$ cat src/rtl/ds1302_pkg.sv
// ds1302_pkg: shared types and constants for the DS1302 transaction scheduler.
//   state_e        - scheduler FSM states
//   *_ADDR_W       - DS1302 write-command addresses (read address = write + RD_OFS)
//   WP_ON / WP_OFF - write-protect register values
//   IDX_*          - byte index of each field inside the 56-bit time word
//   reg_addr()     - address of time field idx relative to a base command byte
package ds1302_pkg;

    typedef enum logic [2:0] {
        StBoot,
        StRdBurst,
        StUpdate,
        StWait,
        StWpOff,
        StSet,
        StWpOn
    } state_e;

    localparam logic [7:0] SEC_ADDR_W     = 8'h80;
    localparam logic [7:0] WP_ADDR_W      = 8'h8E;
    localparam logic [7:0] TRICKLE_ADDR_W = 8'h90;
    localparam logic [7:0] RD_OFS         = 8'h01;

    localparam logic [7:0] WP_ON  = 8'h80;
    localparam logic [7:0] WP_OFF = 8'h00;

    localparam logic [2:0] IDX_SEC   = 3'd0;
    localparam logic [2:0] IDX_MIN   = 3'd1;
    localparam logic [2:0] IDX_HOUR  = 3'd2;
    localparam logic [2:0] IDX_DATE  = 3'd3;
    localparam logic [2:0] IDX_MONTH = 3'd4;
    localparam logic [2:0] IDX_WEEK  = 3'd5;
    localparam logic [2:0] IDX_YEAR  = 3'd6;

    // Clock/calendar registers sit on even command bytes, two apart.
    function automatic logic [7:0] reg_addr(input logic [7:0] base, input logic [2:0] idx);
        return base + {4'b0000, idx, 1'b0};
    endfunction

endpackage

$ cat src/rtl/ds1302_ctrl_if.sv
// ds1302_ctrl_if: single-register command bus between ds1302_ctrl and ds1302_io.
//   cmd_read / cmd_write        - command strobes, held until the matching ack
//   read_addr / write_addr      - command byte for the access
//   write_data                  - byte to write
//   cmd_read_ack / cmd_write_ack- one-cycle completion pulses
//   read_data                   - read result, valid in the cmd_read_ack cycle
// modport master: the scheduler side; modport slave: the ds1302_io side.
interface ds1302_ctrl_if;

    logic       cmd_read;
    logic       cmd_write;
    logic [7:0] read_addr;
    logic [7:0] write_addr;
    logic [7:0] write_data;
    logic       cmd_read_ack;
    logic       cmd_write_ack;
    logic [7:0] read_data;

    modport master (
        output cmd_read,
        output cmd_write,
        output read_addr,
        output write_addr,
        output write_data,
        input  cmd_read_ack,
        input  cmd_write_ack,
        input  read_data
    );

    modport slave (
        input  cmd_read,
        input  cmd_write,
        input  read_addr,
        input  write_addr,
        input  write_data,
        output cmd_read_ack,
        output cmd_write_ack,
        output read_data
    );

endinterface

$ cat src/rtl/ds1302_poll_timer.sv
// ds1302_poll_timer: poll-interval counter.
//   clk, rst  - clock, synchronous active-low reset
//   clr_i     - return count to zero
//   en_i      - count while high
//   expired_o - high in the cycle the count reaches POLL_CYCLES-1 (while enabled)
module ds1302_poll_timer #(
    parameter int unsigned POLL_CYCLES = 5_000_000
) (
    input  logic clk,
    input  logic rst,
    input  logic clr_i,
    input  logic en_i,
    output logic expired_o
);

    localparam int unsigned CntW = (POLL_CYCLES > 1) ? $clog2(POLL_CYCLES) : 1;
    localparam logic [CntW-1:0] LastCnt = CntW'(POLL_CYCLES - 1);

    logic [CntW-1:0] cnt_q;

    always_ff @(posedge clk) begin
        if (!rst || clr_i) begin
            cnt_q <= '0;
        end else if (en_i && (cnt_q != LastCnt)) begin
            cnt_q <= cnt_q + 1'b1;
        end
    end

    assign expired_o = en_i && (cnt_q == LastCnt);

endmodule

$ cat src/rtl/ds1302_ctrl.sv
// ds1302_ctrl: DS1302 transaction scheduler above ds1302_io.
// Polls the seven clock/calendar registers every POLL_CYCLES and publishes an atomic
// BCD snapshot; services user time-set requests as a WP-off / 7 writes / WP-on burst.
//   clk, rst   - clock, synchronous active-low reset
//   set_req    - level request to load set_time
//   set_time   - {year,week,month,date,hour,min,sec}, BCD bytes
//   set_ack    - one-cycle pulse when the set burst is complete
//   busy       - high whenever not waiting between polls
//   time_out   - last complete snapshot, same packing as set_time
//   time_valid - one-cycle pulse when time_out updates
//   io         - command bus to ds1302_io (master side)
// Optional: define DS1302_TRICKLE_INIT_EN to write TRICKLE_VAL to register 0x90 at boot.
module ds1302_ctrl
    import ds1302_pkg::*;
#(
    parameter int unsigned POLL_CYCLES = 5_000_000
`ifdef DS1302_TRICKLE_INIT_EN
    ,
    parameter logic [7:0]  TRICKLE_VAL = 8'hA5
`endif
) (
    input  logic          clk,
    input  logic          rst,
    input  logic          set_req,
    input  logic [55:0]   set_time,
    output logic          set_ack,
    output logic          busy,
    output logic [55:0]   time_out,
    output logic          time_valid,
    ds1302_ctrl_if.master io
);

    state_e      state_q;
    logic [2:0]  idx_q;
    logic        pend_q;
    logic [55:0] shadow_q;
    logic [55:0] hold_q;
    logic [55:0] time_out_q;
    logic        time_valid_q;
    logic        set_ack_q;
    logic        busy_q;
    logic        cmd_read_q;
    logic        cmd_write_q;
    logic [7:0]  read_addr_q;
    logic [7:0]  write_addr_q;
    logic [7:0]  write_data_q;

    logic poll_expired;
    logic cmd_idle;
    logic rd_done;
    logic wr_done;
    logic in_set;
    logic req_in;

    assign cmd_idle = !cmd_read_q && !cmd_write_q;
    assign rd_done  = cmd_read_q && io.cmd_read_ack;
    assign wr_done  = cmd_write_q && io.cmd_write_ack;
    assign in_set   = (state_q == StWpOff) || (state_q == StSet) || (state_q == StWpOn);
    // A level held through its own burst, or in the set_ack cycle, is not a new request.
    assign req_in   = set_req && !in_set && !set_ack_q;

    ds1302_poll_timer #(
        .POLL_CYCLES(POLL_CYCLES)
    ) u_poll_timer (
        .clk      (clk),
        .rst      (rst),
        .clr_i    (state_q != StWait),
        .en_i     (state_q == StWait),
        .expired_o(poll_expired)
    );

    // Commands are raised only from cmd_idle, so each drop is followed by one idle cycle.
    always_ff @(posedge clk) begin
        if (!rst) begin
            state_q      <= StBoot;
            idx_q        <= '0;
            pend_q       <= 1'b0;
            shadow_q     <= '0;
            hold_q       <= '0;
            time_out_q   <= '0;
            time_valid_q <= 1'b0;
            set_ack_q    <= 1'b0;
            busy_q       <= 1'b0;
            cmd_read_q   <= 1'b0;
            cmd_write_q  <= 1'b0;
            read_addr_q  <= '0;
            write_addr_q <= '0;
            write_data_q <= '0;
        end else begin
            time_valid_q <= 1'b0;
            set_ack_q    <= 1'b0;
            busy_q       <= 1'b1;
            if (req_in) begin
                pend_q <= 1'b1;
            end

            unique case (state_q)
                StBoot: begin
`ifdef DS1302_TRICKLE_INIT_EN
                    // idx 0: WP off, idx 1: trickle value, idx 2: WP on.
                    if (cmd_idle) begin
                        cmd_write_q <= 1'b1;
                        if (idx_q == 3'd0) begin
                            write_addr_q <= WP_ADDR_W;
                            write_data_q <= WP_OFF;
                        end else if (idx_q == 3'd1) begin
                            write_addr_q <= TRICKLE_ADDR_W;
                            write_data_q <= TRICKLE_VAL;
                        end else begin
                            write_addr_q <= WP_ADDR_W;
                            write_data_q <= WP_ON;
                        end
                    end else if (wr_done) begin
                        cmd_write_q <= 1'b0;
                        if (idx_q == 3'd2) begin
                            idx_q   <= IDX_SEC;
                            state_q <= StRdBurst;
                        end else begin
                            idx_q <= idx_q + 3'd1;
                        end
                    end
`else
                    idx_q   <= IDX_SEC;
                    state_q <= StRdBurst;
`endif
                end

                StRdBurst: begin
                    if (cmd_idle) begin
                        cmd_read_q  <= 1'b1;
                        read_addr_q <= reg_addr(SEC_ADDR_W + RD_OFS, idx_q);
                    end else if (rd_done) begin
                        cmd_read_q                   <= 1'b0;
                        shadow_q[{idx_q, 3'b000} +: 8] <= io.read_data;
                        if (idx_q == IDX_YEAR) begin
                            idx_q   <= IDX_SEC;
                            state_q <= StUpdate;
                        end else begin
                            idx_q <= idx_q + 3'd1;
                        end
                    end
                end

                StUpdate: begin
                    time_out_q   <= shadow_q;
                    time_valid_q <= 1'b1;
                    busy_q       <= 1'b0;
                    state_q      <= StWait;
                end

                StWait: begin
                    // A pending set wins over poll expiry.
                    if (pend_q || req_in) begin
                        pend_q  <= 1'b0;
                        hold_q  <= set_time;
                        state_q <= StWpOff;
                    end else if (poll_expired) begin
                        state_q <= StRdBurst;
                    end else begin
                        busy_q <= 1'b0;
                    end
                end

                StWpOff: begin
                    if (cmd_idle) begin
                        cmd_write_q  <= 1'b1;
                        write_addr_q <= WP_ADDR_W;
                        write_data_q <= WP_OFF;
                    end else if (wr_done) begin
                        cmd_write_q <= 1'b0;
                        idx_q       <= IDX_SEC;
                        state_q     <= StSet;
                    end
                end

                StSet: begin
                    if (cmd_idle) begin
                        cmd_write_q  <= 1'b1;
                        write_addr_q <= reg_addr(SEC_ADDR_W, idx_q);
                        write_data_q <= hold_q[{idx_q, 3'b000} +: 8];
                    end else if (wr_done) begin
                        cmd_write_q <= 1'b0;
                        if (idx_q == IDX_YEAR) begin
                            idx_q   <= IDX_SEC;
                            state_q <= StWpOn;
                        end else begin
                            idx_q <= idx_q + 3'd1;
                        end
                    end
                end

                StWpOn: begin
                    if (cmd_idle) begin
                        cmd_write_q  <= 1'b1;
                        write_addr_q <= WP_ADDR_W;
                        write_data_q <= WP_ON;
                    end else if (wr_done) begin
                        cmd_write_q <= 1'b0;
                        set_ack_q   <= 1'b1;
                        state_q     <= StRdBurst;
                    end
                end

                default: begin
                    state_q <= StBoot;
                end
            endcase
        end
    end

    assign set_ack       = set_ack_q;
    assign busy          = busy_q;
    assign time_out      = time_out_q;
    assign time_valid    = time_valid_q;
    assign io.cmd_read   = cmd_read_q;
    assign io.cmd_write  = cmd_write_q;
    assign io.read_addr  = read_addr_q;
    assign io.write_addr = write_addr_q;
    assign io.write_data = write_data_q;

endmodule

$ cat src/flat_wrapper.sv
// flat-port wrapper written by rule: the top's interface ports become plain ports
module ds1302_ctrl_flat import ds1302_pkg::*;
#(
    parameter int unsigned POLL_CYCLES = 5_000_000

)
  (clk, rst, set_req, set_time, set_ack, busy, time_out, time_valid, io_cmd_read, io_cmd_write, io_read_addr, io_write_addr, io_write_data, io_cmd_read_ack, io_cmd_write_ack, io_read_data);
  ds1302_ctrl_if io_i ();
  input  logic clk;
  input  logic rst;
  input  logic set_req;
  input  logic [55:0] set_time;
  output logic set_ack;
  output logic busy;
  output logic [55:0] time_out;
  output logic time_valid;
  output wire logic [$bits(io_i.cmd_read)-1:0] io_cmd_read;
  output wire logic [$bits(io_i.cmd_write)-1:0] io_cmd_write;
  output wire logic [$bits(io_i.read_addr)-1:0] io_read_addr;
  output wire logic [$bits(io_i.write_addr)-1:0] io_write_addr;
  output wire logic [$bits(io_i.write_data)-1:0] io_write_data;
  input wire logic [$bits(io_i.cmd_read_ack)-1:0] io_cmd_read_ack;
  input wire logic [$bits(io_i.cmd_write_ack)-1:0] io_cmd_write_ack;
  input wire logic [$bits(io_i.read_data)-1:0] io_read_data;
  assign io_cmd_read = io_i.cmd_read;
  assign io_cmd_write = io_i.cmd_write;
  assign io_read_addr = io_i.read_addr;
  assign io_write_addr = io_i.write_addr;
  assign io_write_data = io_i.write_data;
  assign io_i.cmd_read_ack = io_cmd_read_ack;
  assign io_i.cmd_write_ack = io_cmd_write_ack;
  assign io_i.read_data = io_read_data;
  ds1302_ctrl #(.POLL_CYCLES(POLL_CYCLES)) u_core (.clk(clk), .rst(rst), .set_req(set_req), .set_time(set_time), .set_ack(set_ack), .busy(busy), .time_out(time_out), .time_valid(time_valid), .io(io_i));
endmodule
$ cat config.mk
export PLATFORM = sky130hd
export DESIGN_NAME = ds1302_ctrl_flat
export DESIGN_NICKNAME = d
export VERILOG_FILES = /design/src/rtl/ds1302_pkg.sv /design/src/rtl/ds1302_ctrl_if.sv /design/src/rtl/ds1302_poll_timer.sv /design/src/rtl/ds1302_ctrl.sv /design/src/flat_wrapper.sv
export SDC_FILE = /design/constraint.sdc
export NUM_CORES = 1
export LEC_CHECK = 0
export CORE_UTILIZATION = 48
export DETAILED_ROUTE_END_ITERATION = 7
export PLACE_DENSITY = 0.74
export SYNTH_ARGS = -nofsm -noshare
export SYNTH_HDL_FRONTEND = slang
export SYNTH_SLANG_ARGS = --single-unit
$ cat constraint.sdc
create_clock -name clk -period 2.6 [get_ports clk]
set_input_delay 0.26 -clock clk [delete_from_list [all_inputs] [get_ports clk]]
set_output_delay 0.26 -clock clk [all_outputs]
set_load 0.005 [all_outputs]
==> results.toml <==
[run_status]
outcome = "finished clean"

[clock_tree]
post_cts_resize_count = 0
clk-insertion-delay-late_ns = 0.52
post-cts-setup-buffers = 0
cts_tree = "done"
maximum_level_of_the_cts_h_tree = 1
worst_setup_hold_path_clk_slew_ns = 0.06
clock_tree.root_cell = "sky130_fd_sc_hd__clkbuf_16"
clock_path_buffers = 3
holdBufCountCts = 0
tritoncts_num_sinks = 219
cts_buffers = 23

[yosys]
post_synth_num_cell_types = 62
asyncSetResetFlopFracSynth = 0
synth_area_leader_cell = "sky130_fd_sc_hd__dfxtp_1"
synth.ff_latch_count = 219
ys.flop_type = "sky130_fd_sc_hd__dfxtp_1"
synth_area_per_cell_um2 = 9.45
synth.cell_area_mm2 = 0.00880
yosysSeqAreaShare = 0.498
synth-edff-count = 0
ys_top_cells_by_area = "sky130_fd_sc_hd__dfxtp_1, sky130_fd_sc_hd__nand2_1, sky130_fd_sc_hd__a22o_1"
yosys_warnings = 0
syn_inst = 931
synth_largest_type_area_fraction = 0.498

[critical_path]
worstPathCellList = "clkinv_1, ha_1, ha_1, o31ai_1, nor4_4, nor4b_4, buf_4, mux2i_1, nor2b_1"
crit_family = "simple AND/OR/NAND/NOR gates"
reg2regPathDepth = 9
cp_slowest_cell = "sky130_fd_sc_hd__nor4_4"
launching_instance_or_port_of_the_critical_path = "u_core.idx_q[0]$_SDFFE_PN0P_"
cp_data_arrival_time_ns = 2.67
critical_path.reg2reg.endpoint = "u_core.shadow_q[34]$_SDFFE_PN0P_"
path_max_fanout = 8
critPathBufInv = 2
critical_path.endpoint = "u_core.shadow_q[34]$_SDFFE_PN0P_"
crit_path_start_kind = "flip-flop"
most_frequent_cell_on_critical_path = "sky130_fd_sc_hd__ha_1"
endpoint_kind = "flip-flop"
worst-path-stages = 9
setup.worst_path.class = "reg -> reg"
critPathRequiredTime_ns = 3.00
rr_startpoint = "u_core.idx_q[0]$_SDFFE_PN0P_"
critical_path.max_stage_delay_ns = 0.35
reg2reg_slack_ns = 0.34

[sta]
maxClockFrequency_ghz = 0.442
worst_pin_slew_ns = 1.16
min_period_over_period = 0.871
finClkSkew_ns = 0.0148
grt_setup_unrepaired = "false"
setup_violating_endpoint_count_in_the_final_report = 0
layout_min_cycle_time_ns = 2.26
layout_setup_ws_ns = 0.336
setup_tns_ns = 0
timing.final.hold_violations = 0
timing_max_transition_violations_final = 0
max-slew-margin-rel = 0.225

[floorplanning]
fp.dieArea_mm2 = 0.0189
ioPinCount = 154
chipHeight_um = 137
initial_utilization = 0.490
core_region_area_mm2 = 0.0180
core.rowCount = 49
die_width_um = 137

[placed_design]
hpwlAfterDp_mm = 13.4
gp_congestion = 0.830
postPlaceCellArea_mm2 = 0.0104
place_ws_ns = 0.270
cell_count_after_placement = 1252
numPortBuffers = 146

[routing]
per_cell_routed_wire_length_um = 15.7
remaining_drc_errors = 0
viasPerCell = 5.45
final_antenna_net_count = 0
drt_first_iter_violations = 438
drt_total_wl_mm = 20.3
via_count = 7035
detailedRoute.firstPassIterationCount = 4

[pwr]
worst_ir_drop_vdd_mv = 0.633
power_per_cell_area_mw_per_mm2 = 677
static_leakage_uw = 0.00389

[cells_and_area]
postLayoutCellArea_mm2 = 0.0111
final_core_util = 0.620
nNetsFinal = 1124
post_layout_cell_count = 1292
antennaDiodeCount = 0
drive_gt1_frac = 0.0734
syn2layout_area_growth_pct = 26.6

[global_routing]
grt_max_degree = 69
grt_overflow_total = 0
antenna_violations_before_repair = 0
global_route_wire_length_before_repair_mm = 32.3
grt.total_usage = 0.214
first_global_vias = 6473

[min_path]
min_from = "rst"
hp-class = "in -> reg"

[job]
drv.max_cap_violation_count = 0
-- logic make-up after synthesis --
group | Yosys count | share of synthesized area
and+or+nand+nor | 347 | 0.195
AOI/OAI and AO/OA | 222 | 0.186
DFF | 219 | 0.498
buffers and inverters | 86 | 0.0459
muxes | 36 | 0.0511
xor gates and xnor gates | 13 | 0.0129
adders and majority gates | 7 | 0.00996
other | 1 | 0.000426
-- registers in the layout, summed over array words and instances, names as in the netlist --
register                   flops
u_core.io.write_addr           4
u_core.time_valid              1
u_core.busy                    1
u_core.u_poll_timer.cnt_q     23
u_core.io.read_addr            4
u_core.time_out               56
u_core.io.write_data           8
u_core.shadow_q               56
u_core.state_q                 3
u_core.io.cmd_read             1
u_core.set_ack                 1
u_core.pend_q                  1
u_core.io.cmd_write            1
u_core.idx_q                   3
u_core.hold_q                 56
-- layout make-up --
class	count	area, um^2
Multi-Input combinational cell	632	4050
Clock inverter	8	130
Timing Repair Buffer	163	1600
Fill cell	1544	6830
Sequential cell	219	4380
Clock buffer	32	649
Tap cell	229	287
Inverter	9	33.8
-- cell usage after synthesis (2+ instances only) --
| master | number |
|---|---|
| sky130_fd_sc_hd__nand2b_1 | 2 |
| sky130_fd_sc_hd__nor4_4 | 2 |
| sky130_fd_sc_hd__o21a_1 | 3 |
| sky130_fd_sc_hd__and2_1 | 7 |
| sky130_fd_sc_hd__a21boi_0 | 52 |
| sky130_fd_sc_hd__buf_2 | 29 |
| sky130_fd_sc_hd__a21oi_1 | 18 |
| sky130_fd_sc_hd__o211ai_1 | 2 |
| sky130_fd_sc_hd__nor3_1 | 8 |
| sky130_fd_sc_hd__nand3_1 | 26 |
| sky130_fd_sc_hd__mux4_2 | 7 |
| sky130_fd_sc_hd__clkinv_1 | 2 |
| sky130_fd_sc_hd__nor4_1 | 6 |
| sky130_fd_sc_hd__o31a_1 | 2 |
| sky130_fd_sc_hd__buf_6 | 2 |
| sky130_fd_sc_hd__nor4_2 | 2 |
| sky130_fd_sc_hd__nor3b_1 | 4 |
| sky130_fd_sc_hd__a21boi_1 | 24 |
| sky130_fd_sc_hd__buf_4 | 8 |
| sky130_fd_sc_hd__nor2b_1 | 26 |
| sky130_fd_sc_hd__a31oi_1 | 2 |
| sky130_fd_sc_hd__and3_1 | 7 |
| sky130_fd_sc_hd__o21ai_0 | 34 |
| sky130_fd_sc_hd__nand2_1 | 177 |
| sky130_fd_sc_hd__or4_1 | 2 |
| sky130_fd_sc_hd__clkbuf_1 | 37 |
| sky130_fd_sc_hd__mux2i_1 | 28 |
| sky130_fd_sc_hd__o31ai_1 | 2 |
| sky130_fd_sc_hd__o211a_1 | 3 |
| sky130_fd_sc_hd__nor2_1 | 34 |
| sky130_fd_sc_hd__or3_1 | 10 |
| sky130_fd_sc_hd__a22o_1 | 70 |
| sky130_fd_sc_hd__inv_1 | 7 |
| sky130_fd_sc_hd__dfxtp_1 | 219 |
| sky130_fd_sc_hd__nand4_1 | 22 |
| sky130_fd_sc_hd__ha_1 | 7 |
| sky130_fd_sc_hd__xnor2_1 | 12 |
| sky130_fd_sc_hd__a311oi_1 | 2 |
-- power breakdown --
group / leakage [uW] / internal (uW) / switching (uW) / total [uW]
clock network: 0.000386 / 2050 / 1320 / 3370
logic: 0.00174 / 304 / 389 / 693
registers: 0.00177 / 3420 / 52.2 / 3480
-- through the flow --
step	total power, uW	hold WS [ns]
final	7530	0.153
after global routing	7790	0.160
after detailed placement	4240	0.445
after CTS	7580	0.137
after global placement	4240	0.439
after floorplan	3960	0.386
-- how the worst min path moves through the flow --
stage | slack [ns] | end | cells after the start
2_1_floorplan | 0.39 | u_core.shadow_q[24]$_SDFFE_PN0P_ | 1
3_3_place_gp | 0.44 | u_core.hold_q[27]$_SDFFE_PN0P_ | 2
3_5_place_dp | 0.45 | u_core.hold_q[25]$_SDFFE_PN0P_ | 2
4_1_cts | 0.14 | u_core.io.cmd_read$_SDFFE_PN0P_ | 2
5_1_grt | 0.16 | u_core.io.cmd_read$_SDFFE_PN0P_ | 2
6_report | 0.15 | u_core.io.cmd_read$_SDFFE_PN0P_ | 2
-- layout by cell type (no fill, tap or decap), types with 10 or more instances in the layout --
cell type	n
sky130_fd_sc_hd__a21boi_0	52
sky130_fd_sc_hd__buf_4	17
sky130_fd_sc_hd__clkbuf_16	23
sky130_fd_sc_hd__clkdlybuf4s50_1	145
sky130_fd_sc_hd__nor2_1	33
sky130_fd_sc_hd__dfxtp_1	219
sky130_fd_sc_hd__a21boi_1	24
sky130_fd_sc_hd__nand4_1	22
sky130_fd_sc_hd__xnor2_1	12
sky130_fd_sc_hd__nand3_1	26
sky130_fd_sc_hd__o21ai_0	34
sky130_fd_sc_hd__nor2b_1	26
sky130_fd_sc_hd__mux2i_1	28
sky130_fd_sc_hd__nand2_1	177
sky130_fd_sc_hd__a22o_1	70
sky130_fd_sc_hd__or3_1	10
sky130_fd_sc_hd__a21oi_1	18
-- layer usage --
layer | up-vias | wire [um] | global-route usage
li1 | 3490 | - | -
met1 | 3315 | 9250 | 0.287
met2 | 199 | 9510 | 0.360
met3 | 31 | 1150 | 0.0320
met4 | 0 | 344 | 0.0513
met5 | - | 0 | 0
Power figures use the tool's default switching activity.
